### config.mk
export PLATFORM = sky130hd
export DESIGN_NAME = hazard_ctrl_unit
export DESIGN_NICKNAME = d
export VERILOG_FILES = /design/src/rtl/hazard_ctrl_unit.sv
export SDC_FILE = /design/constraint.sdc
export NUM_CORES = 1
export LEC_CHECK = 0
export BUFFER_PORTS_ARGS = -buffer_cell sky130_fd_sc_hd__buf_2
export CELL_PAD_IN_SITES_DETAIL_PLACEMENT = 2
export CELL_PAD_IN_SITES_GLOBAL_PLACEMENT = 2
export CORE_MARGIN = 3
export CORE_UTILIZATION = 25
export DETAILED_ROUTE_END_ITERATION = 10
export PLACE_DENSITY_LB_ADDON = 0.1
export SLEW_MARGIN = 30
export SYNTH_ARGS = -nofsm -noshare
export SYNTH_HDL_FRONTEND = slang
export SYNTH_SLANG_ARGS = --single-unit
### constraint.sdc
create_clock -name clk -period 1.85 [get_ports clk]
set_clock_uncertainty 0.1 [all_clocks]
set_input_delay 0.0925 -clock clk [delete_from_list [all_inputs] [get_ports clk]]
set_output_delay 0.0925 -clock clk [all_outputs]
set_load 0.02 [all_outputs]
### src/rtl/hazard_ctrl_unit.sv
// Pipeline hazard controller: branch flush, load-use stall
// and a cancellable halt drain sequencer for the 5-stage core.
module hazard_ctrl_unit #(
  parameter int REG_W = 4,
  parameter int OPC_W = 4,
  parameter logic [OPC_W-1:0] HALT_OPC = OPC_W'('hF),
  parameter int BR_FLUSH_CYC = 3,
  parameter int LD_STALL_CYC = 1,
  parameter int HALT_DRAIN = 3
) (
  input  logic             clk,
  input  logic             rst,
  input  logic [OPC_W-1:0] id_opcode,
  input  logic [REG_W-1:0] id_rs,
  input  logic [REG_W-1:0] id_rt,
  input  logic             id_uses_rs,
  input  logic             id_uses_rt,
  input  logic             id_mem_write,
  input  logic             ex_mem_read,
  input  logic [REG_W-1:0] ex_rt,
  input  logic             mem_branch_taken,
  output logic             branch_flush,
  output logic             load_stall,
  output logic             halt_stall_pc,
  output logic             halt,
  output logic             stall_busy
);

  localparam int BW =
    $clog2(BR_FLUSH_CYC > 2 ? BR_FLUSH_CYC : 2);
  localparam int LW =
    $clog2(LD_STALL_CYC > 2 ? LD_STALL_CYC : 2);
  localparam int HW =
    $clog2(HALT_DRAIN > 2 ? HALT_DRAIN : 2);

  typedef enum logic [1:0] {
    RUN, DRAIN, HALTED
  } st_e;

  st_e           st_q, st_d;
  logic [BW-1:0] br_q, br_d;
  logic [LW-1:0] ld_q, ld_d;
  logic [HW-1:0] hc_q, hc_d;
  logic          flush, stall, busy;
  logic          hz_raw, hz, hlt_dec;
  logic          hsp, hlt;

  // Branch flush window, reloaded on every taken branch
  always_comb begin
    flush = mem_branch_taken | (br_q != '0);
    br_d  = br_q;
    if (mem_branch_taken)
      br_d = BW'(BR_FLUSH_CYC - 1);
    else if (br_q != '0)
      br_d = br_q - BW'(1);
  end

  // Store data is forwarded mem-to-mem, so its rs never stalls
  assign hz_raw = ex_mem_read &
    ((id_uses_rs & ~id_mem_write & (id_rs == ex_rt)) |
     (id_uses_rt & (id_rt == ex_rt)));
  assign hz = hz_raw & ~flush;

  // Load-use stall: first cycle from hz, remainder counted
  always_comb begin
    stall = 1'b0;
    busy  = 1'b0;
    ld_d  = ld_q;
    if (mem_branch_taken) begin
      ld_d = '0;
    end else if (ld_q != '0) begin
      stall = 1'b1;
      busy  = 1'b1;
      ld_d  = ld_q - LW'(1);
    end else if (hz) begin
      stall = 1'b1;
      ld_d  = LW'(LD_STALL_CYC - 1);
    end
  end

  assign hlt_dec = (id_opcode == HALT_OPC) &
                   ~flush & ~stall;

  // Halt FSM next state and drain counter
  always_comb begin
    st_d = st_q;
    hc_d = hc_q;
    unique case (st_q)
      RUN: begin
        if (hlt_dec) begin
          st_d = DRAIN;
          hc_d = HW'(HALT_DRAIN - 1);
        end
      end
      DRAIN: begin
        if (mem_branch_taken) begin
          st_d = RUN;
          hc_d = '0;
        end else if (hc_q == '0) begin
          st_d = HALTED;
        end else begin
          hc_d = hc_q - HW'(1);
        end
      end
      HALTED: st_d = HALTED;
      default: st_d = RUN;
    endcase
  end

  // Halt FSM outputs; last drain cycle already reports halt
  always_comb begin
    hsp = 1'b0;
    hlt = 1'b0;
    unique case (st_q)
      RUN:    hsp = hlt_dec;
      DRAIN: begin
        hsp = ~mem_branch_taken;
        hlt = ~mem_branch_taken & (hc_q == '0);
      end
      HALTED: begin
        hsp = 1'b1;
        hlt = 1'b1;
      end
      default: hsp = 1'b0;
    endcase
  end

  // Everything is forced low while reset is held
  assign branch_flush  = ~rst & flush;
  assign load_stall    = ~rst & stall;
  assign stall_busy    = ~rst & busy;
  assign halt_stall_pc = ~rst & hsp;
  assign halt          = ~rst & hlt;

  // State registers
  always_ff @(posedge clk) begin
    if (rst) begin
      st_q <= RUN;
      br_q <= '0;
      ld_q <= '0;
      hc_q <= '0;
    end else begin
      st_q <= st_d;
      br_q <= br_d;
      ld_q <= ld_d;
      hc_q <= hc_d;
    end
  end

endmodule

==> summary.md <==
| Metric | Value |
|---|---|
| Power Density | `691.6 nW/um^2` |
| Final Hold Viols | `0` |
| Static leakage | `0.4005 nW` |
| Number of global-route vias before repair | `852` |
| Peak VDD IR | `0.0004689 V` |
| Num Clock Sinks | `7` |
| CP startpoint kind | `flip-flop` |
| Worst setup margin | `-0.04565 ns` |
| Part of the cycle the worst path needs | `102.5%` |
| CP max-delay cell | `or3_4` |
| GRT Total Usage | `14.71%` |
| Clk_lat worst skew | `0.26 ns` |
| Crit end category | `primary output` |
| Final setup fails | `1` |
| DR pass1 iterations | `4` |
| Nets | `150` |
| CTS Hold Bufs | `0` |
| I/O Pins | `28` |
| Vias | `770` |
| Grt total ovfl | `0` |
| Failing checks | `setup timing` |
| Root buffer cell | `clkbuf_4` |
| Period minus WS final | `1.896 ns` |
| Antenna Nets Post-Route | `0` |
| Yosys top cell by area | `dfxtp_1` |
| Crit-path cells | `or3_4 > nor3_4 > nand4_1 > a211oi_2 > buf_4` |
| CTS buffer count | `3` |
| Detailed-route DRC error count | `0` |
| Share of cells above drive strength 1 | `41.67%` |
| Core Box Area | `2545 sq um` |
| Post-synth top flop | `dfxtp_1` |
| Area grow syn2layout | `38.45%` |
| Largest stage delay, worst path | `0.40 ns` |
| Antenna diode count | `0` |
| RSZ-0062 raised after global routing | `yes` |
| Crit path DAT | `1.70 ns` |
| Final TNS setup | `-0.04565 ns` |
| Synthesized Nets | `113` |
| Count leader, synth | `dfxtp_1` |
| Die X | `58.66 um` |
| Share of the synthesized area in the top cell type | `20.22%` |
| Commonest cells in the netlist | `dfxtp_1, a21oi_1, ha_1, inv_1` |
| Data required time of the critical path | `1.66 ns` |
| Kind of critical path | `reg -> out` |
| Vias per cell | `5.133` |
| Starting Density | `27.24%` |
| Maximum fanout along the worst path | `2` |
| Initial DRC Count | `24` |
| H-tree Lvls | `1` |
| Post-synthesis register bit count | `7` |
| Status | `finished with violations` |
| Clock slew at reported path FFs | `0.06 ns` |
| Cell count after synthesis | `84` |
| Synth cell types | `37` |
| Port bufs | `27` |
| Max-cap violations | `0` |
| Register area share after synthesis | `20.22%` |
| Achievable Freq | `527.5 MHz` |
| Die area | `3440 sq um` |
| Final GP Congestion | `0.7604` |
| Initial antenna violation count | `0` |
| Post-synth EDFFs | `0` |
| Die Y | `58.66 um` |
| Final wirelength | `2265 um` |
| First-pass GRT wire length | `3815 um` |
| Largest net degree at the start of global routing | `13` |
| Yosys warning count | `0` |
| Fin. max-slew vios | `0` |
| Largest cells by area after synthesis | `dfxtp_1, ha_1, xnor2_1` |
| Synth async-reset ratio | `0%` |
| Maximum clock insertion buffer count | `2` |
| Synthesized area per cell | `8.252 sq um` |
| TritonCTS clock tree | `yes` |
| Worst Hold Class | `in -> reg` |
| Tightest hold margin | `0.03307 ns` |
| Synthesized cell area | `693.2 sq um` |
| DP HPWL | `1843 um` |
| Site Rows | `18` |
| DR WL/cell | `15.10 um` |
## stage by stage
stage	power (mW)	util [%]	instances	instance area, sq um	worst slack (ns)
after CTS	0.6545	37.02	150	942.2	-0.09303
after global routing	0.7231	37.71	150	959.7	-0.1173
after detailed placement	0.4963	34.61	142	880.8	0.1029
final	0.6637	37.71	150	959.7	-0.04565
after global placement	0.4915	34.61	142	880.8	0.1154
after floorplan	0.3790	-	84	693.2	0.04633
## critical path: cells and delay by family (launching register included)
kind                   cells  cell delay [ns]
AO/OA/AOI/OAI              1             0.20
AND/OR/NAND/NOR            3             0.76
buffers and inverters      1             0.16
flip-flops                 1             0.32
## flip-flops by register name, indices dropped and copies added, names as in the netlist
signal and count:
br_q 2, ld_q 1, st_q 2, hc_q 2
## layout make-up
class                   instances  area, sq um
clock buffers                   4        26.28
fillers                       312         1585
inverters                       6        22.52
multi-input cells              69        540.5
flip-flops and latches          7        142.6
well taps                      30        37.54
repair buffers                 34        190.2
## cell usage in the layout, fill, tap and decap left out, types with 3 or more instances in the layout
cell type / instances
a21oi_1: 6
buf_2: 26
buf_4: 8
clkbuf_4: 3
dfxtp_1: 5
ha_1: 6
inv_1: 5
nand2b_1: 4
nand4_1: 5
nor2_1: 4
nor3_2: 3
xnor2_1: 5
xor2_1: 3
## metal layers
layer / routed length, um / GRT usage, % / vias to the layer above
li1: - / - / 375
met2: 1186 / 26.95 / 23
met3: 130 / 3.947 / 4
met4: 24 / 4.854 / 0
met5: 0 / 0 / -
met1: 923 / 16.29 / 368
## repair_timing
item                                    in CTS  in global routing
setup buffers                                4                  0
endpoints found under the setup margin       2                  4
gates cloned                                 0                  0
pin swaps                                    4                  3
gates resized for setup                      3                  5
## power by group
group / internal, mW / switching (mW)
combinational: 0.154 / 0.179
sequential: 0.165 / 0.0150
clock: 0.0830 / 0.0674
total: 0.402 / 0.262
## cells by family after synthesis
group	after synthesis	share of synthesized area, %
adder cells (fa/ha/maj)	6	10.83
flip-flops	7	20.22
AND/OR/NAND/NOR	35	33.58
other	1	0.5410
XOR/XNOR	8	10.11
buffers and inverters	8	4.332
multiplexers	1	1.444
AO/OA/AOI/OAI	18	18.95
## path summary, 6_finish.rpt
path / start / endpoint / slack [ns] / cells past startpoint
worst max-delay path: br_q[0] / halt_stall_pc / -0.05 / 5
worst min-delay path: mem_branch_taken / br_q[0] / 0.03 / 2
worst max register to register: st_q[0] / st_q[1] / 0.17 / 7
worst min register to register: br_q[0] / br_q[0] / 0.42 / 2
No activity file was read; power rests on OpenSTA's default activity.
